File: src/rtl/multichannel_conv_dotprod.sv
// Multichannel convolution dot-product engine.
// Each channel accumulates KERNEL_WIDTH^2 window-serial products; the
// completed per-channel dot products and their cross-channel sum are
// presented on a valid/ready output. The input stalls while a result is
// pending, so there is no skid buffer.
module multichannel_conv_dotprod #(
    parameter int BITWIDTH     = 8,
    parameter int KERNEL_WIDTH = 3,
    parameter int NUM_CHANNELS = 3,
    parameter int SIGNED_MODE  = 0,
    localparam int TAPS  = KERNEL_WIDTH * KERNEL_WIDTH,
    localparam int ACC_W = 2 * BITWIDTH + $clog2(TAPS) + SIGNED_MODE,
    localparam int SUM_W = ACC_W + $clog2(NUM_CHANNELS),
    localparam int TI_W  = (TAPS > 1) ? $clog2(TAPS) : 1
) (
    input  logic                             clock,
    input  logic                             reset,
    input  logic [NUM_CHANNELS*BITWIDTH-1:0] data_in,
    input  logic [NUM_CHANNELS*BITWIDTH-1:0] filter_in,
    input  logic                             in_valid,
    output logic                             in_ready,
    input  logic                             clear,
    output logic [NUM_CHANNELS*ACC_W-1:0]    dotproduct,
    output logic [SUM_W-1:0]                 channel_sum,
    output logic                             out_valid,
    input  logic                             out_ready,
    output logic [TI_W-1:0]                  tap_index,
    output logic [15:0]                      window_count
);

    localparam int PROD_W = 2 * BITWIDTH;
    localparam logic [TI_W-1:0] LAST_TAP = TI_W'(TAPS - 1);

    logic [TI_W-1:0]               tap_reg;
    logic [ACC_W-1:0]              acc_reg [NUM_CHANNELS];
    logic [NUM_CHANNELS*ACC_W-1:0] dot_reg;
    logic [SUM_W-1:0]              sum_reg;
    logic                          out_valid_reg;
    logic [15:0]                   window_count_reg;

    logic [ACC_W-1:0] acc_next [NUM_CHANNELS];
    logic [SUM_W-1:0] chan_ext [NUM_CHANNELS];
    logic [SUM_W-1:0] sum_next;
    logic             accept;
    logic             first_beat;
    logic             last_beat;

    // A pending, unconsumed result blocks all input.
    assign in_ready   = !(out_valid_reg && !out_ready);
    assign accept     = in_valid && in_ready && !clear;
    assign first_beat = (tap_reg == '0);
    assign last_beat  = (tap_reg == LAST_TAP);

    generate
        for (genvar gi = 0; gi < NUM_CHANNELS; gi++) begin : g_chan
            logic [BITWIDTH-1:0] d;
            logic [BITWIDTH-1:0] f;
            logic [ACC_W-1:0]    prod_ext;

            assign d = data_in[gi*BITWIDTH +: BITWIDTH];
            assign f = filter_in[gi*BITWIDTH +: BITWIDTH];

            if (SIGNED_MODE != 0) begin : g_signed
                logic signed [PROD_W-1:0] prod;
                assign prod          = PROD_W'($signed(d)) * PROD_W'($signed(f));
                assign prod_ext      = ACC_W'(prod);
                assign chan_ext[gi]  = SUM_W'($signed(acc_next[gi]));
            end else begin : g_unsigned
                logic [PROD_W-1:0] prod;
                assign prod          = PROD_W'(d) * PROD_W'(f);
                assign prod_ext      = ACC_W'(prod);
                assign chan_ext[gi]  = SUM_W'(acc_next[gi]);
            end

            // The first beat of a window overwrites, so no stale partial sum leaks in.
            assign acc_next[gi] = (first_beat ? '0 : acc_reg[gi]) + prod_ext;
        end
    endgenerate

    // Cross-channel sum of the updated accumulators.
    always_comb begin
        sum_next = '0;
        for (int c = 0; c < NUM_CHANNELS; c++) begin
            sum_next = sum_next + chan_ext[c];
        end
    end

    // Window sequencing, accumulation and result/handshake registers.
    always_ff @(posedge clock) begin
        if (reset) begin
            tap_reg          <= '0;
            for (int c = 0; c < NUM_CHANNELS; c++) begin
                acc_reg[c] <= '0;
            end
            dot_reg          <= '0;
            sum_reg          <= '0;
            out_valid_reg    <= 1'b0;
            window_count_reg <= '0;
        end else begin
            if (out_valid_reg && out_ready) begin
                out_valid_reg <= 1'b0;
            end
            if (clear) begin
                tap_reg <= '0;
            end else if (accept) begin
                for (int c = 0; c < NUM_CHANNELS; c++) begin
                    acc_reg[c] <= acc_next[c];
                end
                if (last_beat) begin
                    for (int c = 0; c < NUM_CHANNELS; c++) begin
                        dot_reg[c*ACC_W +: ACC_W] <= acc_next[c];
                    end
                    sum_reg          <= sum_next;
                    out_valid_reg    <= 1'b1;
                    tap_reg          <= '0;
                    window_count_reg <= window_count_reg + 16'd1;
                end else begin
                    tap_reg <= tap_reg + TI_W'(1);
                end
            end
        end
    end

    assign dotproduct   = dot_reg;
    assign channel_sum  = sum_reg;
    assign out_valid    = out_valid_reg;
    assign tap_index    = tap_reg;
    assign window_count = window_count_reg;

endmodule

File: config.mk
export PLATFORM = sky130hd
export DESIGN_NAME = multichannel_conv_dotprod
export DESIGN_NICKNAME = d
export VERILOG_FILES = /design/src/rtl/multichannel_conv_dotprod.sv
export SDC_FILE = /design/constraint.sdc
export NUM_CORES = 1
export LEC_CHECK = 0
export ABC_AREA = 1
export BUFFER_PORTS_ARGS = -buffer_cell sky130_fd_sc_hd__buf_4
export CAP_MARGIN = 25
export CORE_AREA = 2 2 180 182
export DETAILED_ROUTE_END_ITERATION = 8
export DIE_AREA = 0 0 182 184
export MAX_ROUTING_LAYER = met4
export PLACE_DENSITY_LB_ADDON = 0.1
export SLEW_MARGIN = 10
export SYNTH_ARGS = -nofsm -noshare
export SYNTH_HDL_FRONTEND = slang
export SYNTH_SLANG_ARGS = --single-unit
File: constraint.sdc
create_clock -name clock -period 6.9 [get_ports clock]
set_input_delay 1.38 -clock clock [delete_from_list [all_inputs] [get_ports clock]]
set_output_delay 1.38 -clock clock [all_outputs]
set_load 0.02 [all_outputs]
==> results.sh <==
export IMPL_drt_iter0_markers=1044
export IMPL_cp_startpoint="data_in[4]"
export IMPL_first_global_vias=14900
export IMPL_multi_input_area_um2=10500
export IMPL_cts_tree="built"
export IMPL_io_buffers=156
export IMPL_synth_top_cell_area_share_pct=20.1
export IMPL_critPathMaxFanout=8
export IMPL_syn_instance_count=2378
export IMPL_wirelength_mm=47.0
export IMPL_endpoint="channel_sum[17]"
export IMPL_rows=65
export IMPL_grt_max_degree=92
export IMPL_instances_no_fill=2982
export IMPL_status="completed"
export IMPL_ys_seq_elements=163
export IMPL_r2r_end="channel_sum[16]"
export IMPL_total_power_mw=11.0
export IMPL_slew_headroom_pct=31.7
export IMPL_grt_pass1_wl_mm=76.4
export IMPL_fin_setup_tns_ns=0
export IMPL_yosysSeqAreaShare_pct=22.7
export IMPL_drv_cap=0
export IMPL_fin_skew_ns=0.00909
export IMPL_setup_ws_ns=0.255
export IMPL_dp_slack_ns=-0.339
export IMPL_fmax_mhz=150
export IMPL_chipWidth_um=182
export IMPL_hold_violations=0
export IMPL_pwr_share_clk_pct=8.8
export IMPL_final_util_pct=63.1
export IMPL_initial_utilization_pct=54.3
export IMPL_async_flop_share_pct=0
export IMPL_synth_warnings=0
export IMPL_antenna_cells=0
export IMPL_dp_cells=2948
export IMPL_p_switching_mw=5.55
export IMPL_overflow=0
export IMPL_synth_area_leader_cell="fa_1"
export IMPL_insertion_delay_ns=0.44
export IMPL_die_area_um2=33500
export IMPL_n_fill_cell=2898
export IMPL_leakage_nw=11.5
export IMPL_path_class="in2reg"
export IMPL_slew_violations=0
export IMPL_worst_slew_pin_slew_ns=1.02
export IMPL_synth_area_per_cell_um2=7.17
export IMPL_grt_antenna_before_repair=0
export IMPL_min_from="window_count[4]"
export IMPL_combinationalPowerShare_pct=81.5
export IMPL_r2r_start="tap_index[1]"
export IMPL_clockRootBuffer="clkbuf_16"
export IMPL_routed_via_density=5.06
export IMPL_worstRegToRegCells=32
export IMPL_p_sw_share_pct=50.5
export IMPL_cts_sinks=163
export IMPL_p_seq_share_pct=9.7
export IMPL_crit_arrival_ns=6.98
export IMPL_p_per_area_nw_per_um2=554
export IMPL_irDropWorstVdd_v=0.000863
export IMPL_finalNetCount=2936
export IMPL_place_hpwl_mm=37.6
export IMPL_final_layout_size_suffix_gt1_share_pct=12.4
export IMPL_synth_area_leaders="fa_1, inv_1, dfxtp_1, nand2_1, ha_1"
export IMPL_antenna_left=0
export IMPL_p_int_mw=5.43
export IMPL_core_area_um2=31400
export IMPL_synthFlopType="dfxtp_1"
export IMPL_wl_per_cell_um=15.8
export IMPL_start_kind="input pin"
export IMPL_finalSetupViolCount=0
export IMPL_grt_use_total_pct=30.0
export IMPL_regArea_um2=3860
export IMPL_worst_hold_path_type="reg2reg"
export IMPL_synth_edff_count=60
export IMPL_num_vias=15100
export IMPL_clock_path_buffers=2
export IMPL_area_growth_synth_to_final_pct=16.2
export IMPL_route_detailed_drc=0
export IMPL_required_ns=7.24
export IMPL_netlist_area_um2=17000
export IMPL_end_kind="flop"
export IMPL_htreeDepth=4
export IMPL_pin_count=157
export IMPL_gp_congestion=1.00
export IMPL_cts_inserted_buffers=17
export IMPL_period_share_pct=96.3
export IMPL_synth_nets=2747
export IMPL_dr_pass1_iters=5
export IMPL_path_clk_slew_ns=0.07
export IMPL_yosysUniqueCellTypes=34
export IMPL_r2r_slack_ns=0.39
export IMPL_die_y_um=184
export IMPL_finalCriticalPeriod_ns=6.65
-- synthesized netlist by cell type, types with 4 or more instances --
| cell type | count |
|---|---|
| o21bai_1 | 7 |
| nand2_1 | 549 |
| nor2_1 | 259 |
| dfxtp_1 | 103 |
| edfxtp_1 | 60 |
| inv_1 | 620 |
| buf_2 | 19 |
| xor2_1 | 25 |
| clkbuf_1 | 57 |
| nand4_1 | 11 |
| buf_1 | 4 |
| buf_4 | 6 |
| fa_1 | 171 |
| xnor2_1 | 8 |
| ha_1 | 145 |
| and2_1 | 26 |
| nand3_1 | 99 |
| o21ai_0 | 79 |
| nand3b_1 | 5 |
| a21oi_1 | 100 |
-- cells in the final DEF, fill, tap and decap left out, types with 3 or more instances in the layout --
cell         n
buf_4      256
clkbuf_1     4
fa_1       171
nor3b_1      3
nand4_1     11
xnor2_1      8
nand3_1     98
inv_4        3
a21oi_2      7
nand2_2      7
clkbuf_16   20
inv_1      620
a21oi_1     93
o21bai_1     7
nor2_1     254
nand3b_1     5
edfxtp_1    60
a21o_1       3
nor2_2       5
ha_1       143
xor2_1      25
nand2_1    542
and2_1      26
clkbuf_8     4
dfxtp_1    102
nor2_4       3
o21ai_0     78
-- layer usage --
metal	global-route usage, %	share of wire, %	vias up
li1	-	-	7409
met1	39.9	45	7171
met2	47.4	46	444
met3	4.83	6.2	66
met4	9.45	2.8	0
met5	-	0	-
-- cell type report --
class	instances	area share (%)
multi-input cells	1505	53.2
inverters	621	11.8
clock inverters	5	0.177
clock buffers	27	2.75
repair buffers	259	10.0
well taps	402	2.54
flip-flops and latches	163	19.5
-- how the worst min path moves through the flow --
stage	to	slack (ns)	depth (start not counted)
5_1_grt	window_count[4]	0.51	2
3_5_place_dp	window_count[4]	0.47	2
3_3_place_gp	window_count[4]	0.45	2
4_1_cts	window_count[4]	0.48	2
2_1_floorplan	window_count[4]	0.53	2
6_report	window_count[4]	0.48	2
-- timing repair --
action	CTS	global route
setup buffers	0	1
setup endpoints to repair	0	10
resized for setup	0	27
hold buffers	0	0
-- stage by stage --
stage	hold WS [ns]	area, µm²
CTS	0.479	19700
floorplan	0.529	17000
finish	0.479	19800
detailed placement	0.468	19100
global placement	0.451	19100
global route	0.506	19800
-- power by group through the flow --
stage / combinational (mW) / sequential [mW] / clock, mW
CTS: 8.69 / 1.06 / 0.984
global placement: 8.53 / 1.08 / 0
finish: 8.94 / 1.06 / 0.968
detailed placement: 8.63 / 1.08 / 0
global route: 10.0 / 1.07 / 1.02
floorplan: 5.00 / 1.08 / 0
-- critical path, stage by stage --
cell and delay (ns):
buf_4 0.15, nand2_1 0.11, fa_1 0.55, inv_1 0.06
fa_1 0.52, inv_1 0.06, fa_1 0.52, fa_1 0.54
inv_1 0.04, ha_1 0.39, nand2_2 0.14, nor2_4 0.17
buf_4 0.13, nand3_1 0.12, nand2_1 0.09, nand2_1 0.05
and2_1 0.19, fa_1 0.53, inv_1 0.04, ha_1 0.34
a21oi_1 0.18, o21ai_0 0.12, a21oi_1 0.18, nand2_1 0.11
nand2_1 0.06, nand3_1 0.07, nand2_1 0.10, inv_1 0.04
-- logic make-up (layout without fill, tap and decap cells) --
family	count (synthesis)	after routing	synth area share, %
xor gates and xnor gates	33	33	1.70
and+or+nand+nor	961	961	22.9
buffers and inverters	710	912	16.0
adders and majority gates	316	316	30.7
DFF	163	163	22.7
AOI/OAI and AO/OA	195	195	5.99
Power figures use the tool's default switching activity.
